==> src/rtl/serial_sub_pkg.sv <==
// Shared types and limits for the bit-serial subtractor.
package serial_sub_pkg;

    typedef enum logic [1:0] {IDLE, RUN, DONE} sub_state_t;

    localparam int MAX_WIDTH = 32;

endpackage

==> src/rtl/serial_subtractor_ctrl_if.sv <==
// Operand and result handshakes of the bit-serial subtractor.
interface serial_subtractor_ctrl_if #(
    parameter int WIDTH = 8
);
    logic             in_valid_i;
    logic             in_ready_o;
    logic [WIDTH-1:0] a_i;
    logic [WIDTH-1:0] b_i;
    logic             borrow_in_i;
    logic             out_valid_o;
    logic             out_ready_i;
    logic [WIDTH-1:0] diff_o;
    logic             borrow_o;

    // Producer and consumer side.
    modport master (
        output in_valid_i, a_i, b_i, borrow_in_i, out_ready_i,
        input  in_ready_o, out_valid_o, diff_o, borrow_o
    );

    // Subtractor side.
    modport slave (
        input  in_valid_i, a_i, b_i, borrow_in_i, out_ready_i,
        output in_ready_o, out_valid_o, diff_o, borrow_o
    );
endinterface

==> src/rtl/subtractor.sv <==
// 1-bit full subtractor cell: diff and borrow of a - b - c.
module subtractor (
    input  logic a_i,
    input  logic b_i,
    input  logic c_i,
    output logic borrow_o,
    output logic diff_o
);
    assign diff_o   = a_i ^ b_i ^ c_i;
    assign borrow_o = (~a_i & (b_i | c_i)) | (b_i & c_i);
endmodule

==> src/rtl/serial_subtractor_ctrl.sv <==
// Bit-serial WIDTH-bit subtractor: one bit pair per clock, LSB first,
// borrow carried between bits in a register.
module serial_subtractor_ctrl
    import serial_sub_pkg::*;
#(
    parameter int WIDTH = 8
) (
    input  logic                     clk_i,
    input  logic                     rst_n_i,
    serial_subtractor_ctrl_if.slave  bus
);
    localparam int CNT_W = $clog2(WIDTH);
    localparam logic [CNT_W-1:0] LAST_BIT = CNT_W'(WIDTH - 1);

    generate
        if (WIDTH < 2 || WIDTH > MAX_WIDTH) begin : g_bad_width
            $error("serial_subtractor_ctrl: WIDTH must be within 2..%0d", MAX_WIDTH);
        end
    endgenerate

    sub_state_t       state;
    logic [WIDTH-1:0] a_sh;
    logic [WIDTH-1:0] b_sh;
    logic [WIDTH-1:0] res_sh;
    logic             brw;
    logic [CNT_W-1:0] bit_cnt;
    logic             cell_diff;
    logic             cell_borrow;

    subtractor u_cell (
        .a_i      (a_sh[0]),
        .b_i      (b_sh[0]),
        .c_i      (brw),
        .borrow_o (cell_borrow),
        .diff_o   (cell_diff)
    );

    // NOTE: every register here uses <= so all updates in a state see the
    // pre-edge values (e.g. the result captured in the last RUN cycle uses
    // the old res_sh, not the one being shifted on the same edge).
    always_ff @(posedge clk_i or negedge rst_n_i) begin
        if (!rst_n_i) begin
            state           <= IDLE;
            bus.in_ready_o  <= 1'b1;
            bus.out_valid_o <= 1'b0;
            bus.diff_o      <= '0;
            bus.borrow_o    <= 1'b0;
            a_sh            <= '0;
            b_sh            <= '0;
            res_sh          <= '0;
            brw             <= 1'b0;
            bit_cnt         <= '0;
        end else begin
            case (state)
                IDLE: begin
                    if (bus.in_valid_i) begin
                        a_sh           <= bus.a_i;
                        b_sh           <= bus.b_i;
                        brw            <= bus.borrow_in_i;
                        bit_cnt        <= '0;
                        bus.in_ready_o <= 1'b0;
                        state          <= RUN;
                    end
                end
                RUN: begin
                    a_sh    <= a_sh >> 1;
                    b_sh    <= b_sh >> 1;
                    res_sh  <= {cell_diff, res_sh[WIDTH-1:1]};
                    brw     <= cell_borrow;
                    bit_cnt <= bit_cnt + CNT_W'(1);
                    if (bit_cnt == LAST_BIT) begin
                        // Present the completed word directly from this edge.
                        bus.diff_o      <= {cell_diff, res_sh[WIDTH-1:1]};
                        bus.borrow_o    <= cell_borrow;
                        bus.out_valid_o <= 1'b1;
                        state           <= DONE;
                    end
                end
                DONE: begin
                    if (bus.out_ready_i) begin
                        bus.out_valid_o <= 1'b0;
                        bus.in_ready_o  <= 1'b1;
                        state           <= IDLE;
                    end
                end
                default: begin
                    state           <= IDLE;
                    bus.in_ready_o  <= 1'b1;
                    bus.out_valid_o <= 1'b0;
                end
            endcase
        end
    end
endmodule
==> src/flat_wrapper.sv <==
// flat-port wrapper written by rule: the top's interface ports become plain ports
module serial_subtractor_ctrl_flat import serial_sub_pkg::*;
#(
    parameter int WIDTH = 8
)
  (clk_i, rst_n_i, bus_in_valid_i, bus_a_i, bus_b_i, bus_borrow_in_i, bus_out_ready_i, bus_in_ready_o, bus_out_valid_o, bus_diff_o, bus_borrow_o);
  serial_subtractor_ctrl_if #(.WIDTH(WIDTH)) bus_i ();
  input  logic clk_i;
  input  logic rst_n_i;
  input wire logic [$bits(bus_i.in_valid_i)-1:0] bus_in_valid_i;
  input wire logic [$bits(bus_i.a_i)-1:0] bus_a_i;
  input wire logic [$bits(bus_i.b_i)-1:0] bus_b_i;
  input wire logic [$bits(bus_i.borrow_in_i)-1:0] bus_borrow_in_i;
  input wire logic [$bits(bus_i.out_ready_i)-1:0] bus_out_ready_i;
  output wire logic [$bits(bus_i.in_ready_o)-1:0] bus_in_ready_o;
  output wire logic [$bits(bus_i.out_valid_o)-1:0] bus_out_valid_o;
  output wire logic [$bits(bus_i.diff_o)-1:0] bus_diff_o;
  output wire logic [$bits(bus_i.borrow_o)-1:0] bus_borrow_o;
  assign bus_i.in_valid_i = bus_in_valid_i;
  assign bus_i.a_i = bus_a_i;
  assign bus_i.b_i = bus_b_i;
  assign bus_i.borrow_in_i = bus_borrow_in_i;
  assign bus_i.out_ready_i = bus_out_ready_i;
  assign bus_in_ready_o = bus_i.in_ready_o;
  assign bus_out_valid_o = bus_i.out_valid_o;
  assign bus_diff_o = bus_i.diff_o;
  assign bus_borrow_o = bus_i.borrow_o;
  serial_subtractor_ctrl #(.WIDTH(WIDTH)) u_core (.clk_i(clk_i), .rst_n_i(rst_n_i), .bus(bus_i));
endmodule
==> config.mk <==
export PLATFORM = sky130hd
export DESIGN_NAME = serial_subtractor_ctrl_flat
export DESIGN_NICKNAME = d
export VERILOG_FILES = /design/src/rtl/serial_sub_pkg.sv /design/src/rtl/serial_subtractor_ctrl_if.sv /design/src/rtl/subtractor.sv /design/src/rtl/serial_subtractor_ctrl.sv /design/src/flat_wrapper.sv
export SDC_FILE = /design/constraint.sdc
export NUM_CORES = 1
export LEC_CHECK = 0
export ABC_CLOCK_PERIOD_IN_PS = 1700
export CORE_MARGIN = 3
export CORE_UTILIZATION = 51
export DETAILED_ROUTE_END_ITERATION = 8
export PLACE_DENSITY = 0.78
export SLEW_MARGIN = 30
export SYNTH_ARGS = -nofsm -noshare
export SYNTH_HDL_FRONTEND = slang
export SYNTH_SLANG_ARGS = --single-unit
==> constraint.sdc <==
create_clock -name clk_i -period 1.7 [get_ports clk_i]
set_input_delay 0.17 -clock clk_i [delete_from_list [all_inputs] [get_ports clk_i]]
set_output_delay 0.17 -clock clk_i [all_outputs]
set_load 0.01 [all_outputs]
# Yosys cells after proc, flatten, opt, wreduce, memory -nomap -nowiden

Cells that the tools add are included.

Flip-flop bits (word level): 41
Output and inout port bits: 11

Add/subtract/negate cells: 1
Equality and inequality tests: 6
Mux-type cells: 18
Bitwise operators: 9
Reduce and logical (&&, ||, !) cells: 7

Operators by type and width:

| kind                                                                   | number |
|---|---|
| 8-bit one-hot mux with 2 select lines                                  | 2 |
| 8-bit two-way mux                                                      | 2 |
| 3-bit AND reduction                                                    | 3 |
| 2-bit two-way mux                                                      | 3 |
| 1-bit one-hot mux with 3 select lines                                  | 2 |
| 2-bit one-hot mux with 3 select lines                                  | 1 |
| 3-bit one-hot mux with 2 select lines                                  | 1 |
| 1-bit two-way mux                                                      | 5 |
| 2-bit != test (second input constant)                                  | 2 |
| 2-bit AND reduction                                                    | 2 |
| 3-bit by 1-bit adder with 3-bit output (second input constant)         | 1 |
| 3-bit equality test (second input constant)                            | 1 |
| 3-bit two-way mux                                                      | 1 |
| 1-bit inverter                                                         | 3 |
| 1-bit AND                                                              | 2 |
| 2-bit by 1-bit equality test with 1-bit output (second input constant) | 1 |
| 2-bit equality test (second input constant)                            | 1 |
| 2-bit logical NOT                                                      | 1 |
| 2-bit by 1-bit != test with 1-bit output (second input constant)       | 1 |
| 1-bit bitwise OR                                                       | 2 |
| 1-bit one-hot mux with 2 select lines                                  | 1 |
| 2-bit nonzero test                                                     | 1 |
| 1-bit bitwise XOR                                                      | 2 |

# Longest topological paths before layout

Gate-level depths: netlist of run 1.

Word-level depth: 4
Depth in mapped cells: 6
Gate-level depth less buffers: 5

# Hierarchy

From an unflattened synthesis of run 1, not the netlist that was laid out.

Cells, all modules: 170
Area total of the unflattened synthesis: 1819.2 µm²

Modules (own cells, without submodules):

| module                 | instances | cells an instance | area an instance (µm²) |
|---|---|---|---|
| serial_subtractor_ctrl | 1         | 167               | 1791.7 |
| subtractor             | 1         | 3                 | 27.5 |

# Worst setup path before layout of run 1

No wires, ideal clock.

Path kind: register to register
From: register u_core.bit_cnt[0]
To: register u_core.bus.borrow_o
Setup time: 0.125 ns
Arrival time: 1.309 ns
Required time: 1.575 ns
Slack: 0.266 ns
Cell stages (with the launch flop): 6
Clock period less this slack: 1.434 ns
Path through: dfrtp_1 -> ha_1 -> ha_1 -> nand3b_4 -> buf_6 -> mux2_4

Cells in the longest elaborated chain, start to end: 2

Ends and longest elaborated chain:

| element                              | RTL line                        | source |
|---|---|---|
| start, declared                      | serial_subtractor_ctrl.sv:26    | `logic [CNT_W-1:0] bit_cnt;` |
| start signal, assigned               | serial_subtractor_ctrl.sv:70    | `bit_cnt <= bit_cnt + CNT_W'(1);` |
| 3-bit equality test                  | serial_subtractor_ctrl.sv:71    | `if (bit_cnt == LAST_BIT) begin` |
| 2-bit AND reduction (no source line) | --                              |  |
| end signal, assigned                 | serial_subtractor_ctrl.sv:74    | `bus.borrow_o <= cell_borrow;` |
| end, declared                        | serial_subtractor_ctrl_if.sv:24 | `output in_ready_o, out_valid_o, diff_o, borrow_o` |

Every way passes these cells.
A chain may end at the register's enable or synchronous reset.

# Worst setup path after layout of run 1

From: register u_core.bus.in_ready_o
To: output bus_in_ready_o

RTL lines:

| element                | RTL line                        | source |
|---|---|---|
| start, declared        | serial_subtractor_ctrl_if.sv:24 |  |
| start signal, assigned | serial_subtractor_ctrl.sv:44    | `bus.in_ready_o <= 1'b1;` |
| start signal, assigned | serial_subtractor_ctrl.sv:61    | `bus.in_ready_o <= 1'b0;` |
| start signal, assigned | serial_subtractor_ctrl.sv:82    | `bus.in_ready_o <= 1'b1;` |
| end, declared          | flat_wrapper.sv:15              | `output wire logic [$bits(bus_i.in_ready_o)-1:0] bus_in_ready_o;` |

No word-level cell between the ends.

==> flow_summary_export.csv, run 1 <==
group,metric,value,unit
finish,drive_gt1_share,23.0,%
sta,fin_crit,1.61,ns
logic_synthesis,syn_area,0.00175,sq mm
sta,fmaxAchievable,620,MHz
power,p_clk_share,13.0,%
logic_synthesis,synth_top_family_by_area,"compound AO/OA/AOI/OAI gates",
power,p_per_area,1760,mW/mm^2
drt,routed_wl,3260,microns
job,drv_cap,0,
sta,slew_violations,0,
drt,num_vias,1185,
logic_synthesis,synth_nets,160,
sta,fin_tns_setup,0,ns
critical_path,slowest_delay,0.57,ns
critical_path,crit_family,"flip-flops",
sta,finalCritPeriodShare,94.9,%
placement,gp_congestion,0.781,
floorplanning,io_pins,32,
clock_tree,cts_buffer_depth,2,
logic_synthesis,synthAdderAreaFrac,2.58,%
global_routing,grt_start_max_net_pins,22,
sta,tightest_slew,0.471,ns
logic_synthesis,yosysSeqAreaShare,57.4,%
drt,drc,0,
drt,drt_iter0_drc,76,
global_routing,grt_pass1_vias,1218,
floorplanning,die-width,64.5,microns
clock_tree,cts_root_buf,"clkbuf_4",
finish,nets,197,
sta,clock_skew,0.00575,ns
placement,port_buffers,31,
critical_path,cp.arrival,1.44,ns
placement,dp_hpwl,2350,microns
floorplanning,die_h,64.5,microns
status,outcome,"finished clean",
logic_synthesis,muxShareOfSynthArea,10.5,%
power,p_switching,1260,uW
critical_path,path_max_fanout,3,
power,p_total,3820,uW
clock_tree,htreeDepth,2,
critical_path,endpoint_kind,"primary output",
clock_tree,cts.sinks,40,
drt,routedWlPerCell,14.9,microns
finish,areaGrowthSynthToFinish,24.3,%
critical_path,path_buf_inv,1,
critical_path,start_kind,"flop",
logic_synthesis,yosys.area_share.simple,10.2,%
floorplanning,die-area,0.00416,sq mm
finish,layout_commonest_cell,"dfrtp_1",
floorplanning,num_rows,20,
finish,diodes,0,
drt,postRouteAntennaNets,0,
global_routing,grt_pass1_wl,5800,microns
floorplanning,start_util,55.4,%
drt,firstDrtPassIters,4,
power,seqPwrFrac,45.2,%
global_routing,grt_overflow_total,0,
power,switching_share,33.0,%
power,p_leak,0.000953,uW
logic_synthesis,synth_area_per_cell,12.8,sq um
logic_synthesis,ys_ff_latch,40,
sta,rsz0062_at_grt,"no",
sta,slew_headroom,68.6,%
global_routing,antenna_found_initial,0,
clock_tree,clock_latency,0.34,ns
clock_tree,clkTransAtPathRegs,0.11,ns
power,max-vdd-ir-drop,0.000877,V
critical_path,cp_slowest_cell,"dfstp_2",
finish,final_cell_mix,"39 x dfrtp_1, 30 x clkdlybuf4s50_1, 11 x nor2_1",
hold_path,hp-class,"primary input to async pin",
logic_synthesis,synth-xor-area-share,0,%
power,pwr-share-comb,41.9,%
drt,vias_per_cell,5.44,
logic_synthesis,synth_compound_area_share,15.0,%
critical_path,crit_chain,"clkdlybuf4s50_1",
clock_tree,cts_made_buffers,5,
global_routing,grtUsageTotal,18.1,%
sta,hold_violations,0,
logic_synthesis,yosys_warnings,0,
power,intPower,2560,uW
logic_synthesis,synth_cells,136,
floorplanning,core-area,0.00315,sq mm
sta,finalSetupViolations,0,
clock_tree,cts_tree,"done",
critical_path,worstSetupPathType,"flop to primary output",
clock_tree,cts_resized,0,
logic_synthesis,ys_types,26,
critical_path,crit_required,1.53,ns
[what timing repair did]
item / CTS / global route
hold endpoints to repair: 20 / 0
setup buffers: 0 / 0
hold buffers: 1 / 0
[registers in the layout (all words and copies together), names as in the netlist]
register	count
u_core.bus.in_ready_o	1
u_core.brw	1
u_core.a_sh	8
u_core.res_sh	7
u_core.bus.out_valid_o	1
u_core.bit_cnt	3
u_core.state	2
u_core.bus.diff_o	8
u_core.b_sh	8
u_core.bus.borrow_o	1
[per-stage QoR]
stage / worst slack (ns) / instance area (sq um) / hold WS (ns) / std cells / utilization, %
after floorplan: 0.266 / 1750 / -0.126 / 136 / -
after global placement: 0.250 / 2100 / 0.140 / 209 / 66.6
after detailed placement: 0.177 / 2100 / 0.160 / 209 / 66.6
after CTS: 0.0790 / 2170 / 0.299 / 218 / 68.8
after global routing: 0.0387 / 2170 / 0.338 / 218 / 68.8
final: 0.0860 / 2170 / 0.308 / 218 / 68.8
[final cells by class]
| class | instances | area (sq um) |
|---|---|---|
| inverters | 3 | 11.3 |
| well taps | 44 | 55.1 |
| clock inverters | 2 | 10.0 |
| repair buffers | 38 | 373 |
| flip-flops and latches | 40 | 1000 |
| multi-input cells | 85 | 668 |
| fillers | 255 | 982 |
| clock buffers | 6 | 51.3 |
[per-layer routing]
| layer | track usage [%] | share of wire (%) |
|---|---|---|
| met3 | 4.16 | 5.3 |
| met2 | 29.9 | 48 |
| met1 | 23.1 | 45 |
| met5 | 0 | 0 |
| met4 | 7.12 | 1.5 |
[cell families after synthesis]
kind of cell / after synthesis
compound gates: 36
fa+ha+maj: 3
buf+inv: 11
flops: 40
mux: 14
simple gates: 32
[cell usage after synthesis, drive strengths merged]
cell     n  area [sq um]
o21bai   1          7.51
ha       2          25.0
dfrtp   39           976
clkinv   1          3.75
fa       1          20.0
buf      8          65.1
nor3     1          5.00
o22ai    7          43.8
nand2b   3          18.8
nor2    11          41.3
o21ba    1          10.0
o21ai    6          30.0
dfstp    1          26.3
o221a    8          90.1
a21oi    9          45.0
a22o     2          17.5
nand2    7          26.3
a22oi    1          7.51
nand3b   9          80.1
a32o     1          10.0
nor2b    1          6.26
mux2    14           184
inv      2          7.51
[power by group through the flow]
| stage | Combinational (uW) | Sequential, uW | Clock [uW] |
|---|---|---|---|
| 2_1_floorplan | 1090 | 1700 | 0 |
| 5_1_grt | 1760 | 1790 | 556 |
| 3_5_place_dp | 1610 | 1750 | 0 |
| 3_3_place_gp | 1530 | 1710 | 0 |
| 4_1_cts | 1630 | 1720 | 511 |
| 6_report | 1600 | 1730 | 496 |
[path summary, 6_finish.rpt]
check	slack [ns]	cells past startpoint	end	start
max	0.09	1	bus_in_ready_o	u_core.bus.in_ready_o
min	0.31	2	u_core.bus.borrow_o	rst_n_i
max reg2reg	0.16	4	u_core.bus.diff_o[5]	u_core.bit_cnt[0]
min reg2reg	0.50	2	u_core.bus.diff_o[7]	u_core.bus.diff_o[7]
max in group asynchronous	0.85	3	u_core.bus.in_ready_o	rst_n_i
min in group clk_i	0.38	3	u_core.b_sh[7]	bus_b_i[7]
No activity file was read; power rests on OpenSTA's default activity.
==> inputs of run 2 (changes only) <==
CTS_CLUSTER_SIZE = 12   (was not set)
SETUP_SLACK_MARGIN = 0.2   (was not set)
==> run 2 against run 1 <==
Compared with the run above:
- critical path depth rose by 3
- total power rose by 1.1%
- hold slack got worse by 0.0056 ns
- clock power barely moved
- sequential cell count did not move
- largest power group unchanged
==> flow_summary_export.csv, run 2 (synthesis results as in run 1) <==
group,metric,value,unit
sta,fmaxAchievable,687,MHz
clock_tree,cts.sinks,40,
clock_tree,htreeDepth,2,
critical_path,endpoint_kind,"flop",
finish,drive_gt1_share,25.0,%
status,outcome,"finished clean",
finish,top_regs,"u_core.a_sh x8, u_core.b_sh x8, u_core.bus.diff_o x8",
floorplanning,core-area,0.00315,sq mm
finish,nets,199,
floorplanning,start_util,55.4,%
drt,vias_per_cell,5.60,
critical_path,path_max_fanout,6,
drt,routedWlPerCell,15.5,microns
drt,routed_wl,3420,microns
clock_tree,cts_root_buf,"clkbuf_4",
job,drv_cap,0,
global_routing,grt_pass1_vias,1218,
critical_path,cp.arrival,1.71,ns
placement,post_dp_cell_area,0.00210,sq mm
floorplanning,num_rows,20,
floorplanning,io_pins,32,
global_routing,grtUsageMet2,29.9,%
floorplanning,die-width,64.5,microns
power,max-vdd-ir-drop,0.000907,V
sta,finalSetupViolations,0,
sta,rsz0062_at_grt,"no",
power,p_per_area,1760,mW/mm^2
floorplanning,die_h,64.5,microns
global_routing,gr-usage-met1,24.1,%
critical_path,start_kind,"flop",
drt,firstDrtPassIters,6,
global_routing,grtUsageTotal,18.4,%
sta,setup_slack,0.243,ns
finish,fillers,252,
global_routing,antenna_found_initial,0,
sta,slew_headroom,68.4,%
drt,num_vias,1232,
placement,place_ws,0.177,ns
finish,diodes,0,
placement,gp_congestion,0.781,
sta,slew_violations,0,
drt,postRouteAntennaNets,0,
drt,drt_iter0_drc,85,
clock_tree,cts_made_buffers,5,
clock_tree,cts_buffer_depth,2,
power,p_leak,0.000963,uW
finish,layout_commonest_cell,"dfrtp_1",
clock_tree,clkTransAtPathRegs,0.12,ns
global_routing,grt_overflow_total,0,
floorplanning,die-area,0.00416,sq mm
clock_tree,cts_tree,"done",
hold_path,hp-class,"primary input to async pin",
sta,clock_skew,0.00679,ns
sta,fin_tns_setup,0,ns
global_routing,grt_pass1_wl,5880,microns
sta,hold_violations,0,
finish,final_cell_mix,"38 x dfrtp_1, 28 x clkdlybuf4s50_1, 11 x nor2_1",
global_routing,grtUsageMet3,4.16,%
finish,final_util,69.6,%
sta,tightest_slew,0.473,ns
finish,areaGrowthSynthToFinish,25.6,%
critical_path,crit_required,1.95,ns
clock_tree,clock_latency,0.35,ns
global_routing,grt_start_max_net_pins,22,
critical_path,worstSetupPathType,"flop to flop",
drt,drc,0,
placement,dp_hpwl,2350,microns
global_routing,grt.busiest_layer,"met2",
sta,finalCritPeriodShare,85.7,%
sta,fin_crit,1.46,ns
finish,finalInstanceArea,0.00219,sq mm
placement,port_buffers,31,
-- run 2: cell count changes in the layout (fill, tap and decap cells not counted), sizes merged --
cell	change
buf	+1
dlygate4sd2	+1
clkdlybuf4s50	-2
dlymetal6s2s	+1
nand3b	+1
-- run 2: repair_timing --
item / 4_1_cts / 5_1_grt
gates cloned: 1 / 0
hold buffers: 1 / 0
setup endpoints to repair: 9 / 14
setup buffers: 0 / 1
endpoints found under the hold margin: 20 / 0
resized for setup: 2 / 2
-- run 2: final cells by class --
| type | count | area (sq um) | area share (%) |
|---|---|---|---|
| sequential | 40 | 1000 | 45.7 |
| multi-input combinational | 86 | 682 | 31.1 |
| timing repair buffer | 39 | 382 | 17.4 |
| tap | 44 | 55.1 | 2.51 |
| clock buffer | 6 | 51.3 | 2.34 |
| inverter | 3 | 11.3 | 0.513 |
| clock inverter | 2 | 10.0 | 0.456 |
-- run 2: path summary, 6_finish.rpt --
kind	from	to	slack [ns]	cells after the start
setup / recovery	u_core.bit_cnt[0]	u_core.bus.diff_o[5]	0.24	4
hold / removal	rst_n_i	u_core.bus.borrow_o	0.30	2
setup reg to reg	u_core.bit_cnt[0]	u_core.bus.diff_o[5]	0.24	4
hold reg to reg	u_core.bus.diff_o[7]	u_core.bus.diff_o[7]	0.50	2
max in group asynchronous	rst_n_i	u_core.bus.in_ready_o	0.84	3
min in group clk_i	bus_b_i[7]	u_core.b_sh[7]	0.38	3
-- run 2: metrics by stage --
step | hold slack, ns | total power (uW) | cells
2_1_floorplan | -0.126 | 2790 | 136
3_3_place_gp | 0.140 | 3250 | 209
3_5_place_dp | 0.160 | 3360 | 209
4_1_cts | 0.299 | 3870 | 219
5_1_grt | 0.338 | 4140 | 220
6_report | 0.302 | 3860 | 220
-- run 2: power by group --
part           total [uW]  switching (uW)  internal, uW  leakage, uW
Sequential           1730             317          1420     0.000476
Combinational        1630             671           961     0.000449
Clock                 498             302           197    0.0000380
Total                3860            1290          2570     0.000963
-- run 2: critical path: stages (launching register included) --
cell and delay, ns:
dfrtp_1 0.41, ha_1 0.22, ha_2 0.22, nand3b_4 0.16, mux2_2 0.35
-- run 2: per-layer routing --
layer	wire length [microns]	vias up
met5	0	-
met4	50	0
met3	167	7
met2	1590	45
met1	1610	604
li1	-	576
==> inputs of run 3 (changes only) <==
ABC_AREA = 1   (was not set)
CORE_UTILIZATION = 52   (was 51)
==> run 3 against run 2 <==
Compared with the run above:
- setup slack improved by 0.098 ns
- sequential power fell by 3%
- fmax rose by 7.2%
- via count rose by 23%
- utilization fell by 1.6 points
- critical path type is now flop to primary output
==> flow_summary_export.csv, run 3 <==
group,metric,value,unit
finish,finalInstanceArea,0.00236,sq mm
floorplanning,die-width,67.2,microns
finish,areaGrowthSynthToFinish,21.1,%
drt,drt_iter0_drc,98,
power,p_leak,0.00124,uW
hold_path,hp-class,"primary input to async pin",
clock_tree,cts_made_buffers,5,
finish,fillers,296,
critical_path,start_kind,"flop",
sta,fin_tns_setup,0,ns
drt,drc,0,
logic_synthesis,synth_area_per_cell,8.54,sq um
floorplanning,die-area,0.00452,sq mm
drt,firstDrtPassIters,4,
clock_tree,cts_buffer_depth,2,
critical_path,reg2reg_depth,5,
finish,layout_commonest_cell,"nand2_1",
finish,top_regs,"u_core.a_sh x8, u_core.b_sh x8, u_core.bus.diff_o x8",
logic_synthesis,synth_edf_count,0,
clock_tree,cts.sinks,40,
floorplanning,num_rows,21,
logic_synthesis,async_flop_share,100,%
clock_tree,htreeDepth,2,
power,p_total,4200,uW
sta,fmaxAchievable,736,MHz
finish,final_cells,308,
sta,slew_headroom,69.1,%
logic_synthesis,synth.most_common_cell,"nand2_1",
placement,port_buffers,31,
finish,drive_gt1_share,11.5,%
sta,finalCritPeriodShare,79.9,%
clock_tree,cts_tree,"done",
global_routing,grt_overflow_total,0,
logic_synthesis,synth_top_cell_by_area,"dfrtp_1",
global_routing,grt_pass1_vias,1420,
logic_synthesis,synth_nets,252,
critical_path,endpoint_kind,"primary output",
floorplanning,die_h,67.2,microns
finish,final_cell_mix,"75 x nand2_1, 38 x inv_1, 38 x dfrtp_1",
logic_synthesis,yosys_warnings,0,
sta,tightest_slew,0.463,ns
drt,postRouteAntennaNets,0,
logic_synthesis,synth_cells,228,
logic_synthesis,yosysSeqAreaShare,51.4,%
logic_synthesis,ys_ff_latch,40,
power,p_per_area,1780,mW/mm^2
global_routing,antenna_found_initial,0,
sta,finalSetupViolations,0,
critical_path,crit_family,"buffers and inverters",
logic_synthesis,ys_types,20,
critical_path,worstSetupPathType,"flop to primary output",
logic_synthesis,synthTopCellsByArea,"dfrtp_1 50%, nand2_1 14%, nand3_1 8.5%, inv_1 7.3%, o21ai_2 3.1%",
placement,gp_congestion,0.758,
sta,slew_violations,0,
floorplanning,core-area,0.00347,sq mm
sta,rsz0062_at_grt,"no",
drt,vias_per_cell,4.91,
floorplanning,io_pins,32,
finish,diodes,0,
placement,dp.cells,299,
critical_path,path_buf_inv,1,
critical_path,crit_chain,"clkdlybuf4s50_1",
placement,dp_hpwl,2580,microns
clock_tree,clkTransAtPathRegs,0.08,ns
critical_path,slowest_delay,0.54,ns
logic_synthesis,yosys-top-cells-count,"75 x nand2_1, 39 x dfrtp_1, 38 x inv_1",
power,max-vdd-ir-drop,0.000955,V
job,drv_cap,0,
sta,fin_crit,1.36,ns
status,outcome,"finished clean",
drt,routedWlPerCell,11.9,microns
placement,post_dp_cell_area,0.00223,sq mm
drt,num_vias,1511,
critical_path,r2r-start,"u_core.bit_cnt[0]",
sta,clock_skew,0.00928,ns
logic_synthesis,syn_area,0.00195,sq mm
global_routing,grt_start_max_net_pins,36,
critical_path,timing.reg2reg.setup_slack,0.36,ns
critical_path,cp.arrival,1.19,ns
critical_path,r2r_end,"u_core.bus.borrow_o",
sta,hold_violations,0,
global_routing,grt_pass1_wl,6510,microns
critical_path,cp_slowest_cell,"clkdlybuf4s50_1",
critical_path,path_max_fanout,2,
finish,nets,285,
logic_synthesis,synth-main-ff-cell,"dfrtp_1",
clock_tree,cts_root_buf,"clkbuf_8",
drt,routed_wl,3680,microns
floorplanning,start_util,56.2,%
logic_synthesis,synth_top_area_share,50.1,%
global_routing,grtUsageTotal,19.5,%
clock_tree,clock_latency,0.30,ns
critical_path,crit_required,1.53,ns
-- run 3: cell count changes after synthesis, sizes merged, moves of 3 or more --
cell / previous run / this run
a21oi: 9 / 1
mux2: 14 / 0
o221a: 8 / 0
nand3: 0 / 33
nand2: 7 / 79
inv: 2 / 40
o21ai: 6 / 18
nor2: 11 / 4
nand2b: 3 / 0
nand3b: 9 / 0
o22ai: 7 / 0
-- run 3: how the worst max path moves through the flow --
| stage | endpoint | slack, ns | start | cells past startpoint |
|---|---|---|---|---|
| finish | bus_diff_o[6] | 0.34 | u_core.bus.diff_o[6] | 1 |
| global route | u_core.bus.diff_o[4] | 0.26 | u_core.bit_cnt[0] | 5 |
| CTS | u_core.a_sh[1] | 0.30 | u_core.state[0] | 4 |
| detailed placement | u_core.a_sh[1] | 0.31 | u_core.state[0] | 4 |
| global placement | u_core.b_sh[1] | 0.37 | u_core.state[0] | 4 |
| floorplan | u_core.bus.out_valid_o | 0.46 | u_core.bit_cnt[0] | 5 |
-- run 3: logic make-up (layout without fill, tap and decap cells) --
group                      after synthesis  count (layout)  synth area share, %
buffers and inverters                   50              84                 13.4
AOI/OAI and AO/OA                       19              19                 6.42
and+or+nand+nor                        116             116                 26.4
adders and majority gates                3               3                 2.31
DFF                                     40              40                 51.4
-- run 3: per-stage QoR --
stage | setup slack, ns | hold WS (ns) | util [%]
final | 0.341 | 0.347 | 68.0
after global routing | 0.264 | 0.399 | 68.0
after CTS | 0.305 | 0.360 | 67.7
after detailed placement | 0.315 | 0.150 | 64.3
after global placement | 0.371 | 0.146 | 64.3
after floorplan | 0.463 | -0.126 | -
-- run 3: cell type report --
class / instances / area, sq um / area share, %
multi-input combinational: 138 / 693 / 29.4
timing repair buffer: 36 / 344 / 14.6
clock buffer: 5 / 68.8 / 2.92
sequential: 40 / 1000 / 42.5
tap: 46 / 57.6 / 2.44
clock inverter: 3 / 42.5 / 1.80
inverter: 40 / 150 / 6.36
-- run 3: where the power goes --
part | leakage, uW | switching, uW | internal (uW) | total, uW
Combinational | 0.000694 | 1000 | 740 | 1740
Clock | 0.0000541 | 345 | 434 | 780
Sequential | 0.000495 | 280 | 1400 | 1680
-- run 3: timing repair --
item	4_1_cts	5_1_grt
hold buffers	1	0
setup endpoints to repair	1	22
pin swaps	0	0
gates resized for setup	1	2
gates cloned	0	0
setup buffers	0	0
hold endpoints to repair	19	0
-- run 3: metal layers --
layer	GRT usage (%)	wire length, microns
met5	0	0
met4	9.11	74
met3	4.66	215
met2	29.7	1800
met1	26.4	1580
